## src/rtl/lcd_zoom_pkg.sv

```systemverilog
// Shared types for the LCD zoom controller: command codes, FSM states, view modes.
package lcd_zoom_pkg;

  typedef enum logic [2:0] {
    CmdLoad    = 3'd0,
    CmdZoomIn  = 3'd1,
    CmdZoomFit = 3'd2,
    CmdShR     = 3'd3,
    CmdShL     = 3'd4,
    CmdShU     = 3'd5,
    CmdShD     = 3'd6,
    CmdRsvd    = 3'd7
  } cmd_e;

  typedef enum logic [1:0] {
    StIdle,
    StLoad,
    StSetup,
    StOut
  } state_e;

  typedef enum logic {
    ModeFit,
    ModeZoom
  } mode_e;

  // Origin that centres a win-wide window in an img-wide axis.
  function automatic int unsigned centre(int unsigned img, int unsigned win);
    return (img - win + 1) / 2;
  endfunction

endpackage

```

## src/rtl/lcd_frame_ram.sv

```systemverilog
// Frame store: one synchronous write port, one synchronous read port, no reset.
module lcd_frame_ram #(
  parameter int unsigned Depth = 108,
  parameter int unsigned Width = 8,
  parameter int unsigned Aw    = $clog2(Depth)
) (
  input  logic             clk,
  input  logic             we,
  input  logic [Aw-1:0]    waddr,
  input  logic [Width-1:0] wdata,
  input  logic [Aw-1:0]    raddr,
  output logic [Width-1:0] rdata
);

  logic [Width-1:0] mem [Depth];

  always_ff @(posedge clk) begin
    if (we) mem[waddr] <= wdata;
    rdata <= mem[raddr];
  end

endmodule

```

## src/rtl/lcd_zoom_ctrl.sv

```systemverilog
// LCD frame loader and WIN x WIN fit/zoom view streamer with clamped panning.
// Optional cmd_err port enabled by defining LCD_ZOOM_ERR_EN.
module lcd_zoom_ctrl
  import lcd_zoom_pkg::*;
#(
  parameter int unsigned IMG_W = 12,
  parameter int unsigned IMG_H = 9,
  parameter int unsigned PIX_W = 8,
  parameter int unsigned WIN   = 4
) (
  input  logic             clk,
  input  logic             reset_n,
  input  logic [PIX_W-1:0] datain,
  input  logic [2:0]       cmd,
  input  logic             cmd_valid,
  output logic [PIX_W-1:0] dataout,
  output logic             output_valid,
  output logic             busy
`ifdef LCD_ZOOM_ERR_EN
  ,
  output logic             cmd_err
`endif
);

  localparam int unsigned NPIX = IMG_W * IMG_H;
  localparam int unsigned AW   = $clog2(NPIX);
  localparam int unsigned VW   = (WIN > 1) ? $clog2(WIN) : 1;
  localparam int unsigned NV   = WIN * WIN;
  localparam int unsigned CW   = $clog2(NV + 1);
  localparam int unsigned RS   = IMG_H / WIN;
  localparam int unsigned CS   = IMG_W / WIN;
  localparam int unsigned R0   = centre(IMG_H, WIN);
  localparam int unsigned C0   = centre(IMG_W, WIN);
  localparam int unsigned RMAX = IMG_H - WIN;
  localparam int unsigned CMAX = IMG_W - WIN;

  state_e           state_q;
  mode_e            mode_q;
  logic [AW-1:0]    orow_q, ocol_q;
  logic [AW-1:0]    ld_cnt_q;
  logic [VW-1:0]    vi_q, vj_q;
  logic [CW-1:0]    cnt_q;
  logic             rvalid_q, output_valid_q;
  logic [PIX_W-1:0] dataout_q;
  logic [PIX_W-1:0] rdata;

  cmd_e          cmd_in;
  logic          accept, rd_en;
  logic [AW-1:0] sh_row, sh_col;
  logic [AW-1:0] rd_row, rd_col, raddr;

  assign cmd_in = cmd_e'(cmd);
  assign accept = (state_q == StIdle) && cmd_valid;
  // SETUP issues view pixel 0; OUT issues the remaining NV-1 reads.
  assign rd_en  = (state_q == StSetup) || ((state_q == StOut) && (cnt_q < CW'(NV - 1)));

  // Candidate panned origin; equals the current origin when the shift is clamped.
  always_comb begin
    sh_row = orow_q;
    sh_col = ocol_q;
    case (cmd_in)
      CmdShR:  if (ocol_q < AW'(CMAX)) sh_col = ocol_q + AW'(1);
      CmdShL:  if (ocol_q != '0)       sh_col = ocol_q - AW'(1);
      CmdShU:  if (orow_q != '0)       sh_row = orow_q - AW'(1);
      CmdShD:  if (orow_q < AW'(RMAX)) sh_row = orow_q + AW'(1);
      default: ;
    endcase
  end

  always_comb begin
    if (mode_q == ModeFit) begin
      rd_row = AW'(RS / 2) + AW'(vi_q) * AW'(RS);
      rd_col = AW'(CS / 2) + AW'(vj_q) * AW'(CS);
    end else begin
      rd_row = orow_q + AW'(vi_q);
      rd_col = ocol_q + AW'(vj_q);
    end
    raddr = rd_row * AW'(IMG_W) + rd_col;
  end

  always_ff @(posedge clk or negedge reset_n) begin
    if (!reset_n) begin
      state_q        <= StIdle;
      mode_q         <= ModeFit;
      orow_q         <= AW'(R0);
      ocol_q         <= AW'(C0);
      ld_cnt_q       <= '0;
      vi_q           <= '0;
      vj_q           <= '0;
      cnt_q          <= '0;
      rvalid_q       <= 1'b0;
      output_valid_q <= 1'b0;
      dataout_q      <= '0;
    end else begin
      rvalid_q       <= rd_en;
      output_valid_q <= rvalid_q;
      if (rvalid_q) dataout_q <= rdata;
      if (rd_en) begin
        if (vj_q == VW'(WIN - 1)) begin
          vj_q <= '0;
          vi_q <= vi_q + VW'(1);
        end else begin
          vj_q <= vj_q + VW'(1);
        end
      end
      unique case (state_q)
        StIdle: begin
          if (cmd_valid) begin
            vi_q     <= '0;
            vj_q     <= '0;
            cnt_q    <= '0;
            ld_cnt_q <= '0;
            state_q  <= StSetup;
            case (cmd_in)
              CmdLoad: state_q <= StLoad;
              CmdZoomIn: begin
                if (mode_q == ModeFit) begin
                  mode_q <= ModeZoom;
                  orow_q <= AW'(R0);
                  ocol_q <= AW'(C0);
                end
              end
              CmdZoomFit: mode_q <= ModeFit;
              CmdShR, CmdShL, CmdShU, CmdShD: begin
                if (mode_q == ModeZoom) begin
                  orow_q <= sh_row;
                  ocol_q <= sh_col;
                end
              end
              default: ;
            endcase
          end
        end
        StLoad: begin
          ld_cnt_q <= ld_cnt_q + AW'(1);
          if (ld_cnt_q == AW'(NPIX - 1)) begin
            mode_q  <= ModeFit;
            orow_q  <= AW'(R0);
            ocol_q  <= AW'(C0);
            state_q <= StSetup;
          end
        end
        StSetup: state_q <= StOut;
        StOut: begin
          cnt_q <= cnt_q + CW'(1);
          if (cnt_q == CW'(NV - 1)) state_q <= StIdle;
        end
      endcase
    end
  end

  lcd_frame_ram #(
    .Depth(NPIX),
    .Width(PIX_W),
    .Aw   (AW)
  ) u_ram (
    .clk  (clk),
    .we   (state_q == StLoad),
    .waddr(ld_cnt_q),
    .wdata(datain),
    .raddr(raddr),
    .rdata(rdata)
  );

  // Busy stays up until the last pipelined pixel has left the output register.
  assign busy         = (state_q != StIdle) || output_valid_q;
  assign output_valid = output_valid_q;
  assign dataout      = dataout_q;

`ifdef LCD_ZOOM_ERR_EN
  logic err_q;
  logic is_shift, err_cond;

  assign is_shift = (cmd_in == CmdShR) || (cmd_in == CmdShL) ||
                    (cmd_in == CmdShU) || (cmd_in == CmdShD);
  assign err_cond = (cmd_in == CmdRsvd) ||
                    (is_shift && ((mode_q == ModeFit) ||
                                  ((sh_row == orow_q) && (sh_col == ocol_q))));

  always_ff @(posedge clk or negedge reset_n) begin
    if (!reset_n) err_q <= 1'b0;
    else          err_q <= accept && err_cond;
  end

  assign cmd_err = err_q;
`else
  logic unused_accept;
  assign unused_accept = accept;
`endif

endmodule
```

## config.mk

```make
export PLATFORM = sky130hd
export DESIGN_NAME = lcd_zoom_ctrl
export DESIGN_NICKNAME = d
export VERILOG_FILES = /design/src/rtl/lcd_zoom_pkg.sv /design/src/rtl/lcd_frame_ram.sv /design/src/rtl/lcd_zoom_ctrl.sv
export SDC_FILE = /design/constraint.sdc
export NUM_CORES = 1
export LEC_CHECK = 0
export BUFFER_PORTS_ARGS = -buffer_cell sky130_fd_sc_hd__buf_4
export CAP_MARGIN = 0
export CORE_MARGIN = 5
export CORE_UTILIZATION = 52
export DETAILED_ROUTE_END_ITERATION = 8
export GPL_TIMING_DRIVEN = 0
export HOLD_SLACK_MARGIN = 0.06
export PLACE_DENSITY = 0.74
export SYNTH_ARGS = -nofsm -noshare
export SYNTH_HDL_FRONTEND = slang
export SYNTH_HIERARCHICAL = 1
export SYNTH_SLANG_ARGS = --single-unit
```

## constraint.sdc

```tcl
create_clock -name clk -period 7.32 [get_ports clk]
set_input_delay 1.83 -clock clk [delete_from_list [all_inputs] [get_ports clk]]
set_output_delay 1.83 -clock clk [all_outputs]
set_load 0.05 [all_outputs]
```

==> impl_metrics.json <==
{
  "layout-area-overhead-vs-synth_pct": 11.5,
  "htree_num_levels": 3,
  "tightest_slew_ns": 1.51,
  "r2r-start": "orow_q[0]$_DFFE_PN1P_",
  "cts.sinks": 915,
  "cp-start-kind": "flip-flop",
  "drv_slew": 9,
  "violations": "max-capacitance violations, max-slew violations",
  "start_util_pct": 52.3,
  "ys_ff_latch": 915,
  "row_count": 98,
  "relSlewSlack_pct": -1.17,
  "first_iter_violations": 2693,
  "setup_tns_ns": 0,
  "crit_buf_inv": 2,
  "grt_pass1_wl_um": 133000,
  "fin_crit_sh_pct": 91.1,
  "crit_end": "u_ram/rdata[2]$_DFF_P_",
  "fin_nets": 2192,
  "port_buffers": 20,
  "hold_class": "flip-flop to flip-flop",
  "ys_types": 69,
  "grt_max_degree": 109,
  "drive_above_1_share_pct": 17.4,
  "cp-startpoint": "orow_q[0]$_DFFE_PN1P_",
  "ant_nets": 0,
  "synth.avg_cell_area_sq_um": 18.4,
  "async_flop_share_pct": 4.70,
  "cpPeakStageDelay_ns": 1.01,
  "fillers": 5131,
  "ctsHoldBuffers": 0,
  "cp_top_family": "adder cells",
  "n_antenna_cell": 0,
  "timing.fmax_ghz": 0.150,
  "max-vdd-ir-drop_mv": 0.198,
  "place_area_sq_um": 38600,
  "cts_made_buffers": 92,
  "reg2regPathDepth": 14,
  "synth_edf_count": 864,
  "worstPathMaxFanout": 10,
  "worstPathRequired_ns": 7.70,
  "reg2reg_setup_slack_ns": 0.65,
  "min_period_ns": 6.67,
  "crit_arrival_ns": 7.05,
  "drc_errors": 0,
  "path_depth": 14,
  "antenna_found_initial": 3,
  "syn_nets": 2077,
  "postCtsSetupRepairBufs": 0,
  "vias_per_cell": 6.37,
  "cts_resized": 0,
  "drt-wirelength-per-cell_um": 28.5,
  "grt-ovfl-total": 0,
  "max_cap_viol_count": 1,
  "skew_ns": 0.0284,
  "coreArea_sq_um": 71200,
  "insertion_delay_ns": 0.65,
  "dieArea_sq_um": 77200,
  "place_congestion": 0.971,
  "vias": 20200,
  "mostFrequentLayoutCells": "edfxtp_1 (864), mux2i_1 (179), mux4_2 (138)",
  "ios": 24,
  "run_status": "finished with violations",
  "yosysSeqAreaShare_pct": 72.9,
  "finalInstanceArea_sq_um": 41600,
  "setup_viol": 0,
  "synth.yosys.warnings": 6,
  "cp_common_cell": "ha_1",
  "cts.path.max_buffers": 3,
  "clockRootBuffer": "clkbuf_16",
  "rsz0062_at_grt": "no",
  "wirelength_um": 90200,
  "fp.dieW_um": 278,
  "final_common_cell": "edfxtp_1",
  "yosys_most_used_dff": "edfxtp_1",
  "path_cells": "ha_1 -> fa_1 -> mux2_2 -> ha_1 -> fa_1 -> ha_1 -> xnor2_1 -> clkbuf_1 -> nor2b_1 -> clkbuf_1 -> a22oi_1 -> a21oi_1 -> a311oi_1 -> a31oi_1",
  "drt_pass1_iterations": 6,
  "slowest_stage": "xnor2_1",
  "critPathCaptureType": "flip-flop",
  "cellPowerDensity_nw_per_um2": 249,
  "first_global_vias": 20300,
  "dp_hpwl_um": 57500,
  "dieHeight_um": 278,
  "synth_cells": 2027,
  "p_leak_uw": 0.0131,
  "r2r-end": "u_ram/rdata[2]$_DFF_P_",
  "synthesis.area_sq_um": 37300,
  "clk_pin_slew_worst_paths_ns": 0.06,
  "cts_tree": "done",
  "hold_viol": 0,
  "grtUsageTotal_pct": 23.2,
  "path_class": "flip-flop to flip-flop"
}
==> where the power goes <==
group / total (uW) / switching (uW) / internal (uW)
registers: 5730 / 0.623 / 5730
logic: 102 / 93.2 / 9.28
clock network: 4530 / 1910 / 2620
total: 10400 / 2010 / 8360
==> per-stage QoR <==
step / instances / total power (uW) / worst slack [ns] / util, % / hold WS (ns)
finish: 3170 / 10400 / 0.650 / 58.4 / 0.383
global route: 3170 / 10700 / 0.591 / 58.4 / 0.391
floorplan: 2027 / 5850 / 2.92 / - / 0.352
detailed placement: 2998 / 5940 / 0.998 / 54.2 / 0.378
CTS: 3170 / 10400 / 0.949 / 58.3 / 0.389
global placement: 2997 / 5940 / 1.01 / 54.2 / 0.360
==> worst min path at each step <==
| stage | end | slack, ns | from | depth (start not counted) |
|---|---|---|---|---|
| floorplan | output_valid$_DFF_PN0_ | 0.35 | rvalid_q$_DFF_PN0_ | 0 |
| global placement | output_valid$_DFF_PN0_ | 0.36 | rvalid_q$_DFF_PN0_ | 0 |
| detailed placement | output_valid$_DFF_PN0_ | 0.38 | rvalid_q$_DFF_PN0_ | 0 |
| CTS | output_valid$_DFF_PN0_ | 0.39 | rvalid_q$_DFF_PN0_ | 0 |
| global route | output_valid$_DFF_PN0_ | 0.39 | rvalid_q$_DFF_PN0_ | 0 |
| finish | output_valid$_DFF_PN0_ | 0.38 | rvalid_q$_DFF_PN0_ | 0 |
==> synthesized netlist by cell type (5+ instances only) <==
| library cell | number | share of area (%) |
|---|---|---|
| buf_4 | 17 | 0.34 |
| mux4_2 | 138 | 8.3 |
| o22ai_1 | 8 | 0.13 |
| inv_1 | 15 | 0.15 |
| mux2i_1 | 179 | 4.8 |
| nor3_1 | 8 | 0.11 |
| dfrtp_1 | 40 | 2.7 |
| buf_2 | 18 | 0.24 |
| or4_1 | 7 | 0.14 |
| a211oi_1 | 10 | 0.20 |
| nor2b_1 | 14 | 0.23 |
| xnor2_1 | 19 | 0.45 |
| edfxtp_1 | 864 | 70 |
| ha_1 | 30 | 1.0 |
| a21o_1 | 11 | 0.22 |
| nand2b_1 | 9 | 0.15 |
| buf_12 | 5 | 0.27 |
| buf_6 | 12 | 0.36 |
| a31oi_1 | 8 | 0.13 |
| mux2_2 | 12 | 0.36 |
| or3_1 | 5 | 0.084 |
| a22oi_1 | 72 | 1.4 |
| o21ai_0 | 24 | 0.32 |
| nor2_1 | 135 | 1.4 |
| and2_1 | 8 | 0.13 |
| a221oi_2 | 14 | 0.56 |
| a311oi_1 | 10 | 0.23 |
| o211ai_1 | 10 | 0.20 |
| clkbuf_1 | 50 | 0.50 |
| buf_1 | 8 | 0.081 |
| fa_1 | 6 | 0.32 |
| nand2_1 | 68 | 0.68 |
| nand3_1 | 41 | 0.55 |
| a21oi_1 | 56 | 0.75 |
| a22o_1 | 19 | 0.45 |
| dfxtp_1 | 8 | 0.43 |
| xor2_1 | 9 | 0.21 |
| o221ai_1 | 7 | 0.16 |
==> registers in the layout, summed over array words and instances (netlist names) <==
signal        count
cnt_q             5
dataout           8
ld_cnt_q          7
mode_q            1
ocol_q            7
orow_q            7
output_valid      1
rvalid_q          1
state_q           2
u_ram/mem       864
u_ram/rdata       8
vi_q              2
vj_q              2
==> cell families (layout without fill, tap and decap cells) <==
| logic type | Yosys count | after routing | synth area share (%) |
|---|---|---|---|
| XOR/XNOR | 28 | 28 | 0.658 |
| AND/OR/NAND/NOR | 315 | 315 | 3.85 |
| AO/OA/AOI/OAI | 275 | 275 | 5.58 |
| buffers and inverters | 127 | 320 | 2.03 |
| flip-flops | 915 | 915 | 72.9 |
| multiplexers | 331 | 331 | 13.6 |
| adder cells (fa/ha/maj) | 36 | 36 | 1.33 |
==> layer usage <==
layer	vias up	global-route usage, %	share of wire (%)
li1	8444	-	-
met1	10300	31.6	37
met2	1149	37.3	48
met3	241	5.92	11
met4	0	7.51	3.6
met5	-	0	0
==> cell type report <==
type,instances,area [sq um],share of cell area (%)
sequential,915,27200,65.4
multi-input combinational,985,9350,22.5
clock buffer,131,2560,6.16
tap,950,1190,2.86
buffer,112,701,1.69
clock inverter,41,367,0.882
timing repair buffer,21,158,0.379
inverter,15,56.3,0.135
(Power assumes the default switching activity.)
